--- config.mk ---
export PLATFORM = sky130hd
export DESIGN_NAME = wb_stage
export DESIGN_NICKNAME = d
export VERILOG_FILES = /design/src/rtl/wb_stage.sv
export SDC_FILE = /design/constraint.sdc
export NUM_CORES = 1
export LEC_CHECK = 0
export CAP_MARGIN = 40
export CELL_PAD_IN_SITES_DETAIL_PLACEMENT = 1
export CELL_PAD_IN_SITES_GLOBAL_PLACEMENT = 2
export CORE_AREA = 2 2 139 87
export CTS_BUF_LIST = sky130_fd_sc_hd__clkbuf_16
export DETAILED_ROUTE_END_ITERATION = 8
export DIE_AREA = 0 0 141 89
export GPL_TIMING_DRIVEN = 0
export HOLD_SLACK_MARGIN = 0.06
export PLACE_DENSITY = 0.8
export SYNTH_ARGS = -nofsm -noshare
export SYNTH_HDL_FRONTEND = slang
export SYNTH_SLANG_ARGS = --single-unit
--- constraint.sdc ---
create_clock -name clk -period 2.3 [get_ports clk]
set_input_delay 0.46 -clock clk [delete_from_list [all_inputs] [get_ports clk]]
set_output_delay 0.46 -clock clk [all_outputs]
set_load 0.1 [all_outputs]
--- src/rtl/wb_stage.sv ---
// Writeback stage: merges ALU results with loads buffered in a 2-entry FIFO into one
// register-file write port and tracks which registers are waiting on a load.
module wb_stage (
  input  logic        clk,
  input  logic        rst,
  input  logic        alu_valid,
  output logic        alu_ready,
  input  logic [3:0]  alu_rd,
  input  logic [15:0] alu_data,
  input  logic        mem_valid,
  output logic        mem_ready,
  input  logic [3:0]  mem_rd,
  input  logic [15:0] mem_data,
  input  logic        load_issue,
  input  logic [3:0]  load_issue_rd,
  output logic        reg_write,
  output logic [3:0]  rd,
  output logic [15:0] rd_data,
  output logic [15:0] busy
);

  localparam int unsigned Depth = 2;

  typedef struct packed {
    logic [3:0]  rd;
    logic [15:0] data;
  } entry_t;

  entry_t      fifo_q [Depth];
  logic        wr_ptr_q;
  logic        rd_ptr_q;
  logic [1:0]  count_q;
  logic [1:0]  count_d;
  logic [15:0] busy_q;
  logic [15:0] busy_d;
  logic [15:0] busy_set;
  logic [15:0] busy_clr;

  logic   full;
  logic   push;
  logic   pop;
  logic   take_alu;
  logic   sel_valid;
  entry_t head;
  entry_t sel;

  always_comb begin
    full      = (count_q == 2'd2);
    mem_ready = !full;
    alu_ready = !full;
    push      = mem_valid && mem_ready;
    // A full buffer always drains first; otherwise the ALU has priority over the buffer.
    pop       = full || (!alu_valid && (count_q != 2'd0));
    take_alu  = alu_valid && !full;
    head      = fifo_q[rd_ptr_q];
    sel_valid = pop || take_alu;
    sel       = pop ? head : entry_t'{rd: alu_rd, data: alu_data};
  end

  always_comb begin
    count_d = count_q;
    unique case ({push, pop})
      2'b10:   count_d = count_q + 2'd1;
      2'b01:   count_d = count_q - 2'd1;
      default: count_d = count_q;
    endcase
  end

  // Set is applied after clear so a same-edge reissue keeps the bit pending.
  always_comb begin
    busy_set = '0;
    busy_clr = '0;
    if (load_issue) busy_set[load_issue_rd] = 1'b1;
    if (pop)        busy_clr[head.rd]       = 1'b1;
    busy_d    = (busy_q & ~busy_clr) | busy_set;
    busy_d[0] = 1'b0;
  end

  assign busy = busy_q;

  always_ff @(posedge clk or posedge rst) begin
    if (rst) begin
      count_q   <= 2'd0;
      wr_ptr_q  <= 1'b0;
      rd_ptr_q  <= 1'b0;
      reg_write <= 1'b0;
      rd        <= 4'd0;
      rd_data   <= 16'd0;
      busy_q    <= 16'd0;
    end else begin
      count_q <= count_d;
      busy_q  <= busy_d;
      if (push) wr_ptr_q <= ~wr_ptr_q;
      if (pop)  rd_ptr_q <= ~rd_ptr_q;
      reg_write <= sel_valid && (sel.rd != 4'd0);
      if (sel_valid) begin
        rd      <= sel.rd;
        rd_data <= sel.data;
      end
    end
  end

  // Storage needs no reset: count and pointers define which slots are live.
  always_ff @(posedge clk) begin
    if (push) fifo_q[wr_ptr_q] <= entry_t'{rd: mem_rd, data: mem_data};
  end

  assert property (@(posedge clk) disable iff (rst) count_q <= 2'd2);
  assert property (@(posedge clk) disable iff (rst) busy_q[0] == 1'b0);

endmodule

# Word-level counts from Yosys, hierarchy flattened
# Memory sizes are Yosys's and may differ from the RTL's.
# Index checks and enable logic that the tools add are counted.
# totals
output_inout_bits	39
word_cells	45
register_bits	40
mem_count	1
mem_bits_rw	40
# op_classes
n_eq_ne	3
n_bitwise	5
n_lt_le_gt_ge	4
n_reduce_logical	13
muxes	10
addsub	2
# memory_table
memory	depth	word_bits	rd	rd_ports_with_merged_regs	write_ports	line	rtl
fifo_q	2	20	1	0	1	29	entry_t fifo_q [Depth];
# ops
cell	n
two-way mux 16 bit	2
two-way mux 20 bit	1
AND 16 bit	1
inverter 16 bit	1
OR 16 bit	1
less-than comparator 4 x 5 -> 1 bit, second input constant	2
demux 1 bit (select 4 bit)	2
>= comparator 4 x 1 -> 1 bit, second input constant	2
logical AND 1 bit	6
== test 2 bit, second input constant	2
two-way mux 1 bit	4
one-hot mux 2 bit (2 select lines)	1
nonzero test 2 bit	2
nonzero test 4 bit	1
adder 2 x 1 -> 2 bit, second input constant	1
== test 2 x 1 -> 1 bit, second input constant	1
zero test 1 bit	2
logical OR 1 bit	2
inverter 1 bit	2
subtractor 2 x 1 -> 2 bit, second input constant	1

# Logic depth before layout (Yosys ltp)
# An unclocked memory read counts as a cell.
# depth
word_depth	9
depth_mapped	8
depth_no_buf	6

# Worst setup path after synthesis
# Ideal clock, no wire load.
# synth_timing
path_kind	reg-to-reg
start	register count_q[0]
end	memory fifo_q[0][0] (netlist bit), enable pin
n_path_buf	1
path_slack_ns	-0.519
arrival_ns	2.422
path_stages_with_launch	5
synth_period_minus_slack_ns	2.819
cell_sequence	dfrtp_1 > buf_4 > nand2b_1 > nand2_1 > nor2_1
# synth_via
elab_chain_cells	5
# synth_rtl
element	line	rtl
start, declared	32	logic [1:0] count_q;
start signal, assigned	91	count_q <= count_d;
== test 2 bit	48	full = (count_q == 2'd2);
zero test 1 bit	n/a	
net alu_ready	7	output logic alu_ready,
logical AND 1 bit	51	push = mem_valid && mem_ready;
two-way mux 1 bit	105	if (push) fifo_q[wr_ptr_q] <= entry_t'{rd: mem_rd, data: mem_data};
two-way mux 1 bit (implied by the code)	105	
end, declared	29	
# The timed path passes the listed nets, and every way through them passes these cells.

# Worst setup path after layout
# layout_timing
start	register count_q[0]
end	output alu_ready
# layout_via
elab_chain_cells	2
# layout_rtl
element	line	rtl
== test 2 bit	48	
zero test 1 bit	50	alu_ready = !full;
end, declared	7	
# Every way passes these cells.

==> impl_results.html <==
<table>
<tr><th>Metric</th><th>Value</th></tr>
<tr><th colspan="2">STA</th></tr>
<tr><td>Setup violations, final</td><td>0</td></tr>
<tr><td>Maximum operating frequency</td><td>458 MHz</td></tr>
<tr><td>Relative slew slack</td><td>approximately three fifths</td></tr>
<tr><td>Slack of the critical path</td><td>about 0.12 ns</td></tr>
<tr><td>Worst-Margin Slew</td><td>0.620 ns</td></tr>
<tr><td>Worst clock skew on the final layout</td><td>around 0.0043 ns</td></tr>
<tr><td>Setup repair after global routing missed its margin</td><td>no</td></tr>
<tr><td>Final worst path period share</td><td>94.9%</td></tr>
<tr><td>Post-route worst hold slack</td><td>0.447 ns</td></tr>
<tr><td>Pins over their slew limit</td><td>0</td></tr>
<tr><td>Total count of hold-check failures in the final report</td><td>0</td></tr>
<tr><td>Minimum clock period</td><td>2.18 ns</td></tr>
<tr><td>Aggregate negative setup slack</td><td>0 ns</td></tr>
<tr><th colspan="2">Yosys</th></tr>
<tr><td>Most area-consuming cells after synthesis</td><td>edfxtp_1 34%, dfrtp_1 28%, a2111oi_0 4.5%</td></tr>
<tr><td>Top_reg_cell synth</td><td>edfxtp_1</td></tr>
<tr><td>Number of warnings issued by yosys</td><td>0</td></tr>
<tr><td>Most frequent cells after synthesis</td><td>40 x dfrtp_1, 40 x edfxtp_1, 31 x nand2_1</td></tr>
<tr><td>Cell taking the most area after synthesis</td><td>edfxtp_1</td></tr>
<tr><td>Syn Area/Cell</td><td>12.2 µm²</td></tr>
<tr><td>Number of distinct library cells after synthesis</td><td>37</td></tr>
<tr><td>Proportion of netlist area held by the largest area contributor</td><td>33.9%</td></tr>
<tr><td>Post-Synthesis Net Count</td><td>between 300 and 400</td></tr>
<tr><td>Number of enable flip-flop cells after synthesis</td><td>40</td></tr>
<tr><td>FFs w/ async S/R, synth</td><td>50.0%</td></tr>
<tr><td>Synthesized instance count</td><td>between 200 and 300</td></tr>
<tr><td>Sequential share of the synthesized area</td><td>62.2%</td></tr>
<tr><td>Synthesized cell area</td><td>around 0.0035 mm²</td></tr>
<tr><td>Number of synthesized register bits</td><td>80</td></tr>
<tr><th colspan="2">Placed design</th></tr>
<tr><td>Area of placed instances</td><td>0.00522 mm²</td></tr>
<tr><td>Dpl hpwl</td><td>8300 µm</td></tr>
<tr><td>Placer Congestion</td><td>around 0.78</td></tr>
<tr><td>Pre-CTS setup slack</td><td>-0.00956 ns</td></tr>
<tr><td>Port Buffers</td><td>86</td></tr>
<tr><td>Placed Instances</td><td>between 500 and 600</td></tr>
<tr><th colspan="2">Power and ir drop</th></tr>
<tr><td>Power density over the cells</td><td>1660 mW/mm²</td></tr>
<tr><td>Overall power of the completed layout</td><td>just over 9 mW</td></tr>
<tr><td>LEAKAGE</td><td>2.06 nW</td></tr>
<tr><td>Peak supply drop</td><td>slightly above 0.7 mV</td></tr>
<tr><th colspan="2">Floorplanning</th></tr>
<tr><td>Area of the core</td><td>0.0111 mm²</td></tr>
<tr><td>Initial core utilization</td><td>31.7%</td></tr>
<tr><td>Die ar.</td><td>about 0.013 mm²</td></tr>
<tr><td>Die outline width</td><td>141 µm</td></tr>
<tr><td>Number of ports placed on the die boundary</td><td>88</td></tr>
<tr><td>Placement row count</td><td>30</td></tr>
<tr><td>Floorplan die height</td><td>89 µm</td></tr>
<tr><th colspan="2">Detailed routing</th></tr>
<tr><td>Routed WL per cell</td><td>19.4 µm</td></tr>
<tr><td>Detailed-route DRC error count</td><td>0</td></tr>
<tr><td>Antenna-violating nets left</td><td>0</td></tr>
<tr><td>Post-route met1 wirelength</td><td>5430 µm</td></tr>
<tr><td>Vias per inst</td><td>5.18</td></tr>
<tr><td>Met2 layer wire length in the routed design</td><td>5020 µm</td></tr>
<tr><td>Wire length reported by the detailed router</td><td>11200 µm</td></tr>
<tr><td>DR WL met3</td><td>636 µm</td></tr>
<tr><td>DRT Pass-1 Iters</td><td>4</td></tr>
<tr><td>Starting DRC count in detailed routing</td><td>236</td></tr>
<tr><td>Highest metal layer with signal wires</td><td>met4</td></tr>
<tr><td>Vias after detailed routing</td><td>2988</td></tr>
<tr><th colspan="2">Clocking</th></tr>
<tr><td>Clock Tree Buf Depth</td><td>2</td></tr>
<tr><td>Htree depth</td><td>3</td></tr>
<tr><td>Hold-fix buffers, CTS</td><td>0</td></tr>
<tr><td>Worst-path clk slew</td><td>0.06 ns</td></tr>
<tr><td>TritonCTS Sinks</td><td>80</td></tr>
<tr><td>CTS tree</td><td>yes</td></tr>
<tr><td>Root buffer cell</td><td>clkbuf_16</td></tr>
<tr><td>CTS buffer count</td><td>9</td></tr>
<tr><td>Insertion delay of the later-clocked pin in the worst-skew pair</td><td>0.34 ns</td></tr>
<tr><th colspan="2">Cells and area</th></tr>
<tr><td>Final core occ</td><td>about half</td></tr>
<tr><td>Non-filler cells in the finished layout</td><td>between 500 and 600</td></tr>
<tr><td>Summed area of non-filler cells in the final layout</td><td>0.00548 mm²</td></tr>
<tr><td>Share of post-route cells with drive strength above 1</td><td>a little under a fifth</td></tr>
<tr><td>Post-synthesis to final-layout area growth</td><td>54.8%</td></tr>
<tr><td>Count of inserted antenna diode cells</td><td>0</td></tr>
<tr><td>Number of nets in the layout</td><td>478</td></tr>
<tr><th colspan="2">Worst hold path</th></tr>
<tr><td>Worst hold path type</td><td>primary input to async pin</td></tr>
<tr><th colspan="2">GRT</th></tr>
<tr><td>Pin count of the biggest net entering global routing</td><td>25</td></tr>
<tr><td>Vias in the first global route</td><td>3155</td></tr>
<tr><td>Total congestion overflow after global routing</td><td>0</td></tr>
<tr><td>Number of antenna violations at the first check in global routing</td><td>0</td></tr>
<tr><td>Global-route total usage across every layer</td><td>between 10% and 20%</td></tr>
<tr><td>First-pass GRT wire length</td><td>17500 µm</td></tr>
<tr><th colspan="2">Critical path</th></tr>
<tr><td>Family with the most delay on the worst path</td><td>buffers and inverters</td></tr>
<tr><td>Type of the setup path with the least slack</td><td>register to output port</td></tr>
<tr><td>Peak fanout along the critical path</td><td>8</td></tr>
<tr><td>Required time of the critical path</td><td>1.84 ns</td></tr>
<tr><td>Worst-path cell with the longest stage delay</td><td>clkdlybuf4s50_1</td></tr>
<tr><td>Worst-case reg-to-reg path depth</td><td>7</td></tr>
<tr><td>Ordered cell list for the critical path</td><td>buf_4, nand2b_2, clkdlybuf4s50_1, buf_8</td></tr>
<tr><td>Crit path launch type</td><td>register</td></tr>
<tr><td>Worst path arrival time</td><td>1.72 ns</td></tr>
<tr><td>Critical Path Stages</td><td>4</td></tr>
<tr><td>Crit path largest cell delay</td><td>0.47 ns</td></tr>
<tr><td>Buffering stage count on the worst path with inverters included</td><td>3</td></tr>
<tr><td>Type of destination of the critical path</td><td>output port</td></tr>
<tr><th colspan="2">Status</th></tr>
<tr><td>Outcome</td><td>completed</td></tr>
<tr><th colspan="2">Run</th></tr>
<tr><td>Count of maximum capacitance violations</td><td>0</td></tr>
</table>
cell type report:
cell class                 count  area (µm²)
timing repair buffer         126        1490
clock inverter                 7        38.8
inverter                       8        30.0
multi-input combinational    181        1200
buffer                        22         113
clock buffer                   9         225
tap                          144         180
sequential                    80        2200
fill                        1167        5670
per-layer routing:
| layer | global-route usage [%] | up-vias |
|---|---|---|
| li1 | - | 1392 |
| met1 | 26.1 | 1488 |
| met2 | 29.4 | 98 |
| met3 | 4.82 | 10 |
| met4 | 5.27 | 0 |
| met5 | 0 | - |
cells in the final DEF (no fill, tap or decap), drive strengths merged, types with 3 or more instances in the layout:
cell           instances
clkdlybuf4s50         85
buf                   57
dfrtp                 40
edfxtp                40
nand2                 31
a21oi                 20
nor2b                 20
o31ai                 20
a2111oi               18
a32oi                 15
clkbuf                15
o41ai                  8
inv                    8
o21ai                  7
nor2                   5
clkinv                 5
nor3                   4
nand3b                 4
xnor2                  3
or3b                   3
registers in the layout (all words and copies together) (netlist names):
name	count
fifo_q	40
rd_data	16
busy	15
rd	4
count_q	2
rd_ptr_q	1
reg_write	1
wr_ptr_q	1
final timing paths:
kind | from | to | slack [ns]
max | count_q[0]$_DFFE_PP0P_ | alu_ready | 0.12
min | rst | rd_data[9]$_DFFE_PP0P_ | 0.45
max reg2reg | count_q[0]$_DFFE_PP0P_ | count_q[1]$_DFFE_PP0P_ | 0.46
min reg2reg | rd_data[5]$_DFFE_PP0P_ | rd_data[5]$_DFFE_PP0P_ | 0.48
max in group asynchronous | rst | rd_data[11]$_DFFE_PP0P_ | 1.37
min in group clk | rd_data[5]$_DFFE_PP0P_ | rd_data[5]$_DFFE_PP0P_ | 0.48
cell families after synthesis:
group,after synthesis,synth area share [%]
AO/OA/AOI/OAI,90,18.7
XOR/XNOR,5,1.24
adder cells (fa/ha/maj),1,0.354
buffers and inverters,30,4.03
flip-flops,80,62.2
multiplexers,4,1.20
other,1,0.106
AND/OR/NAND/NOR,80,12.2
repair_timing:
| item | CTS | global route |
|---|---|---|
| buffers inserted | 0 | 0 |
| setup endpoints to repair | 1 | 0 |
| resized for setup | 1 | 0 |
power by group:
group          switching [mW]  internal (mW)  total, mW
Clock                   0.571          0.718       1.29
Sequential              0.274           2.01       2.28
Combinational            3.53           1.97       5.50
Total                    4.38           4.70       9.08
(Power assumes the default switching activity.)
